File: config.mk
export PLATFORM = sky130hd
export DESIGN_NAME = datapath_fwd
export DESIGN_NICKNAME = d
export VERILOG_FILES = /design/src/rtl/dp_pkg.sv /design/src/rtl/regfile_p.sv /design/src/rtl/datapath_fwd.sv
export SDC_FILE = /design/constraint.sdc
export NUM_CORES = 2
export LEC_CHECK = 0
export CORE_MARGIN = 10
export CORE_UTILIZATION = 25
export CTS_BUF_LIST = sky130_fd_sc_hd__clkbuf_16
export CTS_CLUSTER_DIAMETER = 30
export CTS_CLUSTER_SIZE = 10
export DETAILED_ROUTE_END_ITERATION = 10
export PLACE_DENSITY_LB_ADDON = 0.12
export SLEW_MARGIN = 20
export SYNTH_ARGS = -nofsm -noshare
export SYNTH_HDL_FRONTEND = slang
export SYNTH_SLANG_ARGS = --single-unit
export TNS_END_PERCENT = 30
File: constraint.sdc
create_clock -name clk -period 3.2 [get_ports clk]
set_input_delay 0.96 -clock clk [delete_from_list [all_inputs] [get_ports clk]]
set_output_delay 0.96 -clock clk [all_outputs]
set_load 0.005 [all_outputs]
File: src/rtl/dp_pkg.sv
// dp_pkg: opcodes, ALU operation codes, register-field width and the
// control bundle carried down the datapath_fwd pipeline.
package dp_pkg;

    localparam int REG_AW = 5;

    localparam logic [5:0] OP_RTYPE = 6'h00;
    localparam logic [5:0] OP_ADDI  = 6'h08;
    localparam logic [5:0] OP_ANDI  = 6'h0C;
    localparam logic [5:0] OP_ORI   = 6'h0D;
    localparam logic [5:0] OP_XORI  = 6'h0E;

    typedef enum logic [2:0] {
        ALU_ADD   = 3'd0,
        ALU_SUB   = 3'd1,
        ALU_AND   = 3'd2,
        ALU_OR    = 3'd3,
        ALU_XOR   = 3'd4,
        ALU_NOR   = 3'd5,
        ALU_SLT   = 3'd6,
        ALU_PASSB = 3'd7
    } aluop_e;

    typedef struct packed {
        aluop_e              aluop;
        logic [REG_AW-1:0]   dest;
        logic                wen;
        logic                valid;
    } ctrl_t;

    // True for an implemented, writable register (not r0, below nreg).
    function automatic logic reg_ok(input logic [REG_AW-1:0] a,
                                    input int nreg);
        return (a != '0) && (int'(a) < nreg);
    endfunction

endpackage

File: src/rtl/regfile_p.sv
// regfile_p: NREG x DSIZE register file, 2 async read ports, 1 write port.
// r0 and addresses >= NREG read as zero; writes to them are dropped.
module regfile_p
    import dp_pkg::*;
#(
    parameter int DSIZE = 32,
    parameter int NREG  = 32
) (
    input  logic              clk,
    input  logic              rst_ni,
    input  logic [REG_AW-1:0] raddr1_i,
    input  logic [REG_AW-1:0] raddr2_i,
    output logic [DSIZE-1:0]  rdata1_o,
    output logic [DSIZE-1:0]  rdata2_o,
    input  logic              we_i,
    input  logic [REG_AW-1:0] waddr_i,
    input  logic [DSIZE-1:0]  wdata_i
);

    logic [DSIZE-1:0] regs_q [1:NREG-1];

    always_ff @(posedge clk or negedge rst_ni) begin
        if (!rst_ni) begin
            for (int i = 1; i < NREG; i++)
                regs_q[i] <= '0;
        end else if (we_i) begin
            for (int i = 1; i < NREG; i++)
                if (waddr_i == REG_AW'(i))
                    regs_q[i] <= wdata_i;
        end
    end

    always_comb begin
        rdata1_o = '0;
        rdata2_o = '0;
        for (int i = 1; i < NREG; i++) begin
            if (raddr1_i == REG_AW'(i))
                rdata1_o = regs_q[i];
            if (raddr2_i == REG_AW'(i))
                rdata2_o = regs_q[i];
        end
    end

endmodule

File: src/rtl/datapath_fwd.sv
// datapath_fwd: 3-stage ID/EX/WB integer datapath with EX->ID, WB->ID forwarding.
// Ports: clk, rst (async low), inst/inst_valid in; WB_aluout/waddr/wen/valid out.
module datapath_fwd
    import dp_pkg::*;
#(
    parameter int DSIZE      = 32,
    parameter int NREG       = 32,
    parameter int IMM_SIGNED = 0
) (
    input  logic              clk,
    input  logic              rst,
    input  logic [31:0]       inst,
    input  logic              inst_valid,
    output logic [DSIZE-1:0]  WB_aluout,
    output logic [REG_AW-1:0] WB_waddr,
    output logic              WB_wen,
    output logic              WB_valid
);

    // ID stage
    logic [31:0] id_inst_q;
    logic        id_valid_q;

    always_ff @(posedge clk or negedge rst) begin
        if (!rst) begin
            id_inst_q  <= '0;
            id_valid_q <= 1'b0;
        end else begin
            id_inst_q  <= inst;
            id_valid_q <= inst_valid;
        end
    end

    logic [5:0]        opcode;
    logic [REG_AW-1:0] rs1;
    logic [REG_AW-1:0] rs2;
    logic [15:0]       imm;
    logic [DSIZE-1:0]  imm_ext;

    assign opcode = id_inst_q[31:26];
    assign rs1    = id_inst_q[25:21];
    assign rs2    = id_inst_q[20:16];
    assign imm    = id_inst_q[15:0];
    assign imm_ext = (IMM_SIGNED != 0) ? DSIZE'($signed(imm))
                                       : DSIZE'(imm);

    ctrl_t ex_ctrl_d;
    logic  id_legal;
    logic  id_use_imm;

    always_comb begin
        ex_ctrl_d       = '0;
        ex_ctrl_d.valid = id_valid_q;
        ex_ctrl_d.dest  = id_inst_q[20:16];
        id_legal        = 1'b1;
        id_use_imm      = 1'b1;
        unique case (1'b1)
            (opcode == OP_RTYPE): begin
                ex_ctrl_d.aluop = aluop_e'(id_inst_q[2:0]);
                ex_ctrl_d.dest  = id_inst_q[15:11];
                id_use_imm      = 1'b0;
            end
            (opcode == OP_ADDI): ex_ctrl_d.aluop = ALU_ADD;
            (opcode == OP_ANDI): ex_ctrl_d.aluop = ALU_AND;
            (opcode == OP_ORI):  ex_ctrl_d.aluop = ALU_OR;
            (opcode == OP_XORI): ex_ctrl_d.aluop = ALU_XOR;
            default:             id_legal = 1'b0;
        endcase
        // Writes to r0 or unimplemented registers are killed here so the
        // forwarding compare never matches them downstream.
        ex_ctrl_d.wen = id_valid_q & id_legal
                      & reg_ok(ex_ctrl_d.dest, NREG);
    end

    // EX / WB state
    logic [DSIZE-1:0]  ex_a_q, ex_b_q;
    ctrl_t             ex_ctrl_q;
    logic [DSIZE-1:0]  wb_aluout_q;
    logic [REG_AW-1:0] wb_waddr_q;
    logic              wb_wen_q;
    logic              wb_valid_q;

    logic [DSIZE-1:0] rf_a, rf_b;
    logic [DSIZE-1:0] fwd_a, fwd_b;
    logic [DSIZE-1:0] ex_a_d, ex_b_d;
    logic [DSIZE-1:0] alu_res;

    regfile_p #(
        .DSIZE (DSIZE),
        .NREG  (NREG)
    ) u_rf (
        .clk      (clk),
        .rst_ni   (rst),
        .raddr1_i (rs1),
        .raddr2_i (rs2),
        .rdata1_o (rf_a),
        .rdata2_o (rf_b),
        .we_i     (wb_wen_q),
        .waddr_i  (wb_waddr_q),
        .wdata_i  (wb_aluout_q)
    );

    // Youngest producer wins: EX result, then WB result, then the file.
    always_comb begin
        fwd_a = rf_a;
        if (reg_ok(rs1, NREG) && ex_ctrl_q.wen && ex_ctrl_q.dest == rs1)
            fwd_a = alu_res;
        else if (reg_ok(rs1, NREG) && wb_wen_q && wb_waddr_q == rs1)
            fwd_a = wb_aluout_q;

        fwd_b = rf_b;
        if (reg_ok(rs2, NREG) && ex_ctrl_q.wen && ex_ctrl_q.dest == rs2)
            fwd_b = alu_res;
        else if (reg_ok(rs2, NREG) && wb_wen_q && wb_waddr_q == rs2)
            fwd_b = wb_aluout_q;
    end

    assign ex_a_d = fwd_a;
    assign ex_b_d = id_use_imm ? imm_ext : fwd_b;

    always_comb begin
        alu_res = '0;
        unique case (ex_ctrl_q.aluop)
            ALU_ADD:   alu_res = ex_a_q + ex_b_q;
            ALU_SUB:   alu_res = ex_a_q - ex_b_q;
            ALU_AND:   alu_res = ex_a_q & ex_b_q;
            ALU_OR:    alu_res = ex_a_q | ex_b_q;
            ALU_XOR:   alu_res = ex_a_q ^ ex_b_q;
            ALU_NOR:   alu_res = ~(ex_a_q | ex_b_q);
            ALU_SLT:   alu_res = DSIZE'($signed(ex_a_q) < $signed(ex_b_q));
            ALU_PASSB: alu_res = ex_b_q;
            default:   alu_res = '0;
        endcase
    end

    always_ff @(posedge clk or negedge rst) begin
        if (!rst) begin
            ex_a_q      <= '0;
            ex_b_q      <= '0;
            ex_ctrl_q   <= '0;
            wb_aluout_q <= '0;
            wb_waddr_q  <= '0;
            wb_wen_q    <= 1'b0;
            wb_valid_q  <= 1'b0;
        end else begin
            ex_a_q      <= ex_a_d;
            ex_b_q      <= ex_b_d;
            ex_ctrl_q   <= ex_ctrl_d;
            wb_aluout_q <= alu_res;
            wb_waddr_q  <= ex_ctrl_q.dest;
            wb_wen_q    <= ex_ctrl_q.wen;
            wb_valid_q  <= ex_ctrl_q.valid;
        end
    end

    assign WB_aluout = wb_aluout_q;
    assign WB_waddr  = wb_waddr_q;
    assign WB_wen    = wb_wen_q;
    assign WB_valid  = wb_valid_q;

endmodule

==> flow_results.xml <==
<?xml version="1.0" encoding="UTF-8"?>
<metrics>
  <group name="setup_path">
    <metric name="critical_path_arrival" unit="ps">4150</metric>
    <metric name="crit_type" unit="">flop to flop</metric>
    <metric name="cpMaxStageDelayCell" unit="">sky130_fd_sc_hd__or4b_4</metric>
    <metric name="worst-path-buf-inv" unit="">4</metric>
    <metric name="cp_slowest_stage_delay" unit="ps">550</metric>
    <metric name="critPathLaunchType" unit="">flop</metric>
    <metric name="crit_required" unit="ps">4000</metric>
    <metric name="critPathMostFrequentCell" unit="">sky130_fd_sc_hd__buf_4</metric>
    <metric name="timing.critical_path.fanout_max" unit="">7</metric>
    <metric name="worst-r2r-setup-slack" unit="ps">-150</metric>
    <metric name="worst_path_dominant_cell_family" unit="">compound AO/OA/AOI/OAI gates</metric>
    <metric name="worstSetupEndpointType" unit="">flop</metric>
    <metric name="crit_chain" unit="">buf_12, buf_4, or4b_4, a21oi_2, buf_4, a21oi_1, a21oi_2, o211ai_1, buf_4, a32o_1, a221oi_1, nand3_1, a22o_1</metric>
  </group>
  <group name="synth">
    <metric name="synth-edff-count" unit="">0</metric>
    <metric name="synth.lib_cells_used.distinct" unit="">105</metric>
    <metric name="synth_top_cells_by_area" unit="">sky130_fd_sc_hd__dfrtp_1 45%, sky130_fd_sc_hd__mux2_2 18%, sky130_fd_sc_hd__a22oi_1 3.3%</metric>
    <metric name="yosysTopAreaCellShare" unit="">0.4513</metric>
    <metric name="synthesis.area" unit="mm²">0.06310</metric>
    <metric name="sequential_share_of_the_synthesized_area" unit="">0.4513</metric>
    <metric name="syn_avg_cell_area" unit="µm²">10.45</metric>
    <metric name="synth_top_area_cell" unit="">sky130_fd_sc_hd__dfrtp_1</metric>
    <metric name="syn-instance-count" unit="">6041</metric>
    <metric name="async_flop_share" unit="">1.000</metric>
    <metric name="ys_warnings" unit="">0</metric>
    <metric name="ys_ff_latch" unit="">1138</metric>
    <metric name="synthesis.nets" unit="">6174</metric>
    <metric name="ys_top_cells_by_count" unit="">1138 x sky130_fd_sc_hd__dfrtp_1, 1016 x sky130_fd_sc_hd__mux2_2, 378 x sky130_fd_sc_hd__o21ai_0</metric>
    <metric name="synth_most_common_cell" unit="">sky130_fd_sc_hd__dfrtp_1</metric>
    <metric name="synth-main-ff-cell" unit="">sky130_fd_sc_hd__dfrtp_1</metric>
  </group>
  <group name="global_route">
    <metric name="grt_max_degree" unit="">103</metric>
    <metric name="overflow" unit="">0</metric>
    <metric name="wire_length_of_the_first_global_routing_pass" unit="mm">547.2</metric>
    <metric name="number_of_antenna_violations_at_the_first_check_in_global_routing" unit="">32</metric>
    <metric name="first_global_vias" unit="">64130</metric>
    <metric name="grt_util_all_layers" unit="">0.2844</metric>
  </group>
  <group name="sta">
    <metric name="layout_worst_path_cycle_share" unit="">1.046</metric>
    <metric name="worst_slew_margin_rel" unit="">0.3696</metric>
    <metric name="setup_repair_after_global_routing_missed_its_margin" unit="">yes</metric>
    <metric name="drv_slew" unit="">0</metric>
    <metric name="layout_min_cycle_time" unit="ps">3347</metric>
    <metric name="clock_skew" unit="ps">72.26</metric>
    <metric name="setup_total_negative_slack" unit="ps">-1767</metric>
    <metric name="timing_worst_slew_pin_value" unit="ps">945.6</metric>
    <metric name="fmax" unit="MHz">298.8</metric>
    <metric name="final_count_of_hold_timing_violations" unit="">0</metric>
    <metric name="finalSetupViolations" unit="">34</metric>
    <metric name="worst_slack" unit="ps">-147.2</metric>
  </group>
  <group name="floorplan">
    <metric name="number_of_placement_rows" unit="">184</metric>
    <metric name="die_width" unit="µm">522.4</metric>
    <metric name="dieArea" unit="mm²">0.2729</metric>
    <metric name="core_area" unit="mm²">0.2512</metric>
    <metric name="ios" unit="">74</metric>
    <metric name="die_y" unit="µm">522.4</metric>
    <metric name="initial_cell_density_of_the_core" unit="">0.2512</metric>
  </group>
  <group name="cells_and_area">
    <metric name="finalNetCount" unit="">7490</metric>
    <metric name="syn_to_final_growth" unit="%">48.00</metric>
    <metric name="stdcell_area" unit="mm²">0.09340</metric>
    <metric name="post-route-util" unit="">0.3718</metric>
    <metric name="drive_above_1_share" unit="">0.4556</metric>
  </group>
  <group name="placed_design">
    <metric name="io_buffer_count" unit="">73</metric>
    <metric name="place.detailed.hpwl" unit="mm">305.7</metric>
    <metric name="place.gp.congestion" unit="">0.9860</metric>
    <metric name="detailed_place.area" unit="mm²">0.07808</metric>
  </group>
  <group name="power">
    <metric name="peakVddDrop" unit="V">0.0004002</metric>
    <metric name="pwr_density_cell" unit="mW/mm²">627.5</metric>
    <metric name="leakagePower" unit="nW">42.99</metric>
  </group>
  <group name="detailed_routing">
    <metric name="vias_per_cell" unit="">5.765</metric>
    <metric name="dr_total_vias" unit="">63400</metric>
    <metric name="drt_first_pass_iters" unit="">8</metric>
    <metric name="drc" unit="">0</metric>
    <metric name="routed_wire_length_per_instance" unit="µm">36.76</metric>
    <metric name="first_iter_violations" unit="">7431</metric>
    <metric name="route.antenna.remaining_nets" unit="">0</metric>
    <metric name="routed_wl" unit="mm">404.2</metric>
  </group>
  <group name="clocking">
    <metric name="ctsHtreeMaxLevel" unit="">5</metric>
    <metric name="cts.sink_count" unit="">1138</metric>
    <metric name="tritoncts_buffers" unit="">362</metric>
    <metric name="cts_root_buf" unit="">sky130_fd_sc_hd__clkbuf_16</metric>
    <metric name="max-clock-path-buffers" unit="">4</metric>
    <metric name="clk_latency" unit="ps">970</metric>
    <metric name="clk_pin_slew" unit="ps">50</metric>
    <metric name="clock_tree_from_tritoncts" unit="">done</metric>
  </group>
  <group name="hold_path">
    <metric name="min-delay-path-class" unit="">flop to flop</metric>
  </group>
  <group name="run_status">
    <metric name="failed_checks" unit="">negative setup slack</metric>
    <metric name="status" unit="">finished with violations</metric>
  </group>
  <group name="job">
    <metric name="max-cap-violations" unit="">0</metric>
  </group>
</metrics>
-- through the flow --
step                setup WS (ps)  cells  hold slack (ps)  total power (W)
floorplan                   248.3   6041            331.2          0.01865
global placement            -1073  10250            338.9          0.02382
detailed placement          -1047  10250            345.1          0.02382
CTS                        -196.9  10930            358.7          0.05849
global route               -242.9  10990            373.2          0.06016
finish                     -147.2  11000            357.0          0.05860
-- registers in the layout (all words and copies together) (netlist names), 5 cells and up --
| register | count |
|---|---|
| WB_waddr | 5 |
| ex_ctrl_q | 10 |
| u_rf.regs_q | 992 |
| id_inst_q | 32 |
| ex_a_q | 32 |
| ex_b_q | 32 |
| WB_aluout | 32 |
-- power breakdown --
group	total [W]	switching (W)	leakage, nW	internal [W]
registers	0.0160	0.000920	15.6	0.0151
logic	0.00839	0.00526	21.6	0.00313
clock network	0.0342	0.0104	5.84	0.0238
-- logic make-up after synthesis --
group,count (synthesis),share of synthesized area
AO/OA/AOI/OAI,1830,0.1976
XOR/XNOR,25,0.003470
adder cells (fa/ha/maj),98,0.01967
buffers and inverters,652,0.04092
flip-flops,1138,0.4513
multiplexers,1083,0.1954
AND/OR/NAND/NOR,1215,0.09166
-- final timing paths --
kind / start / end / depth (start not counted)
worst min register to register: ex_ctrl_q[0]$_DFF_PN0_ / WB_valid$_DFF_PN0_ / 0
worst min-delay path: ex_ctrl_q[0]$_DFF_PN0_ / WB_valid$_DFF_PN0_ / 0
min in group asynchronous: rst / u_rf.regs_q[346]$_DFFE_PN0P_ / 2
worst max-delay path: id_inst_q[22]$_DFF_PN0_ / ex_a_q[25]$_DFF_PN0_ / 13
max in group asynchronous: rst / u_rf.regs_q[933]$_DFFE_PN0P_ / 3
worst max register to register: id_inst_q[22]$_DFF_PN0_ / ex_a_q[25]$_DFF_PN0_ / 13
-- routing by layer --
metal	routed length, µm	vias to the layer above	GRT usage
met1	173200	33300	0.3835
li1	-	25710	-
met5	101	-	0
met2	174100	3475	0.4285
met3	32640	892	0.06209
met4	24190	14	0.1411
-- final cells by class --
| type | count | area (µm²) |
|---|---|---|
| multi-input combinational | 4251 | 34810 |
| tap | 3348 | 4189 |
| inverter | 125 | 483.0 |
| sequential | 1138 | 28530 |
| clock inverter | 268 | 2421 |
| timing repair buffer | 1479 | 13700 |
| clock buffer | 368 | 9209 |
| antenna | 20 | 50.05 |
| fill | 24970 | 157800 |
-- timing repair --
item                                   CTS  global route
pin swaps                               88           113
gates cloned                             1             1
setup endpoints to repair               91            74
buffers inserted                        40            56
resized for setup                      411           267
endpoints found under the hold margin   20             0
hold buffers                             1             0
-- cell usage in the layout, fill, tap and decap left out, drive strengths merged, types with 77 or more instances in the layout --
cell / n
dfrtp: 1138
o21ai: 384
nand3: 113
clkbuf: 370
nor2: 333
ha: 96
mux2: 1019
o22ai: 185
a221oi: 77
nand2: 377
a21oi: 327
inv: 183
a22oi: 282
buf: 1404
nor3: 95
clkinv: 136
No activity file was read; power rests on OpenSTA's default activity.
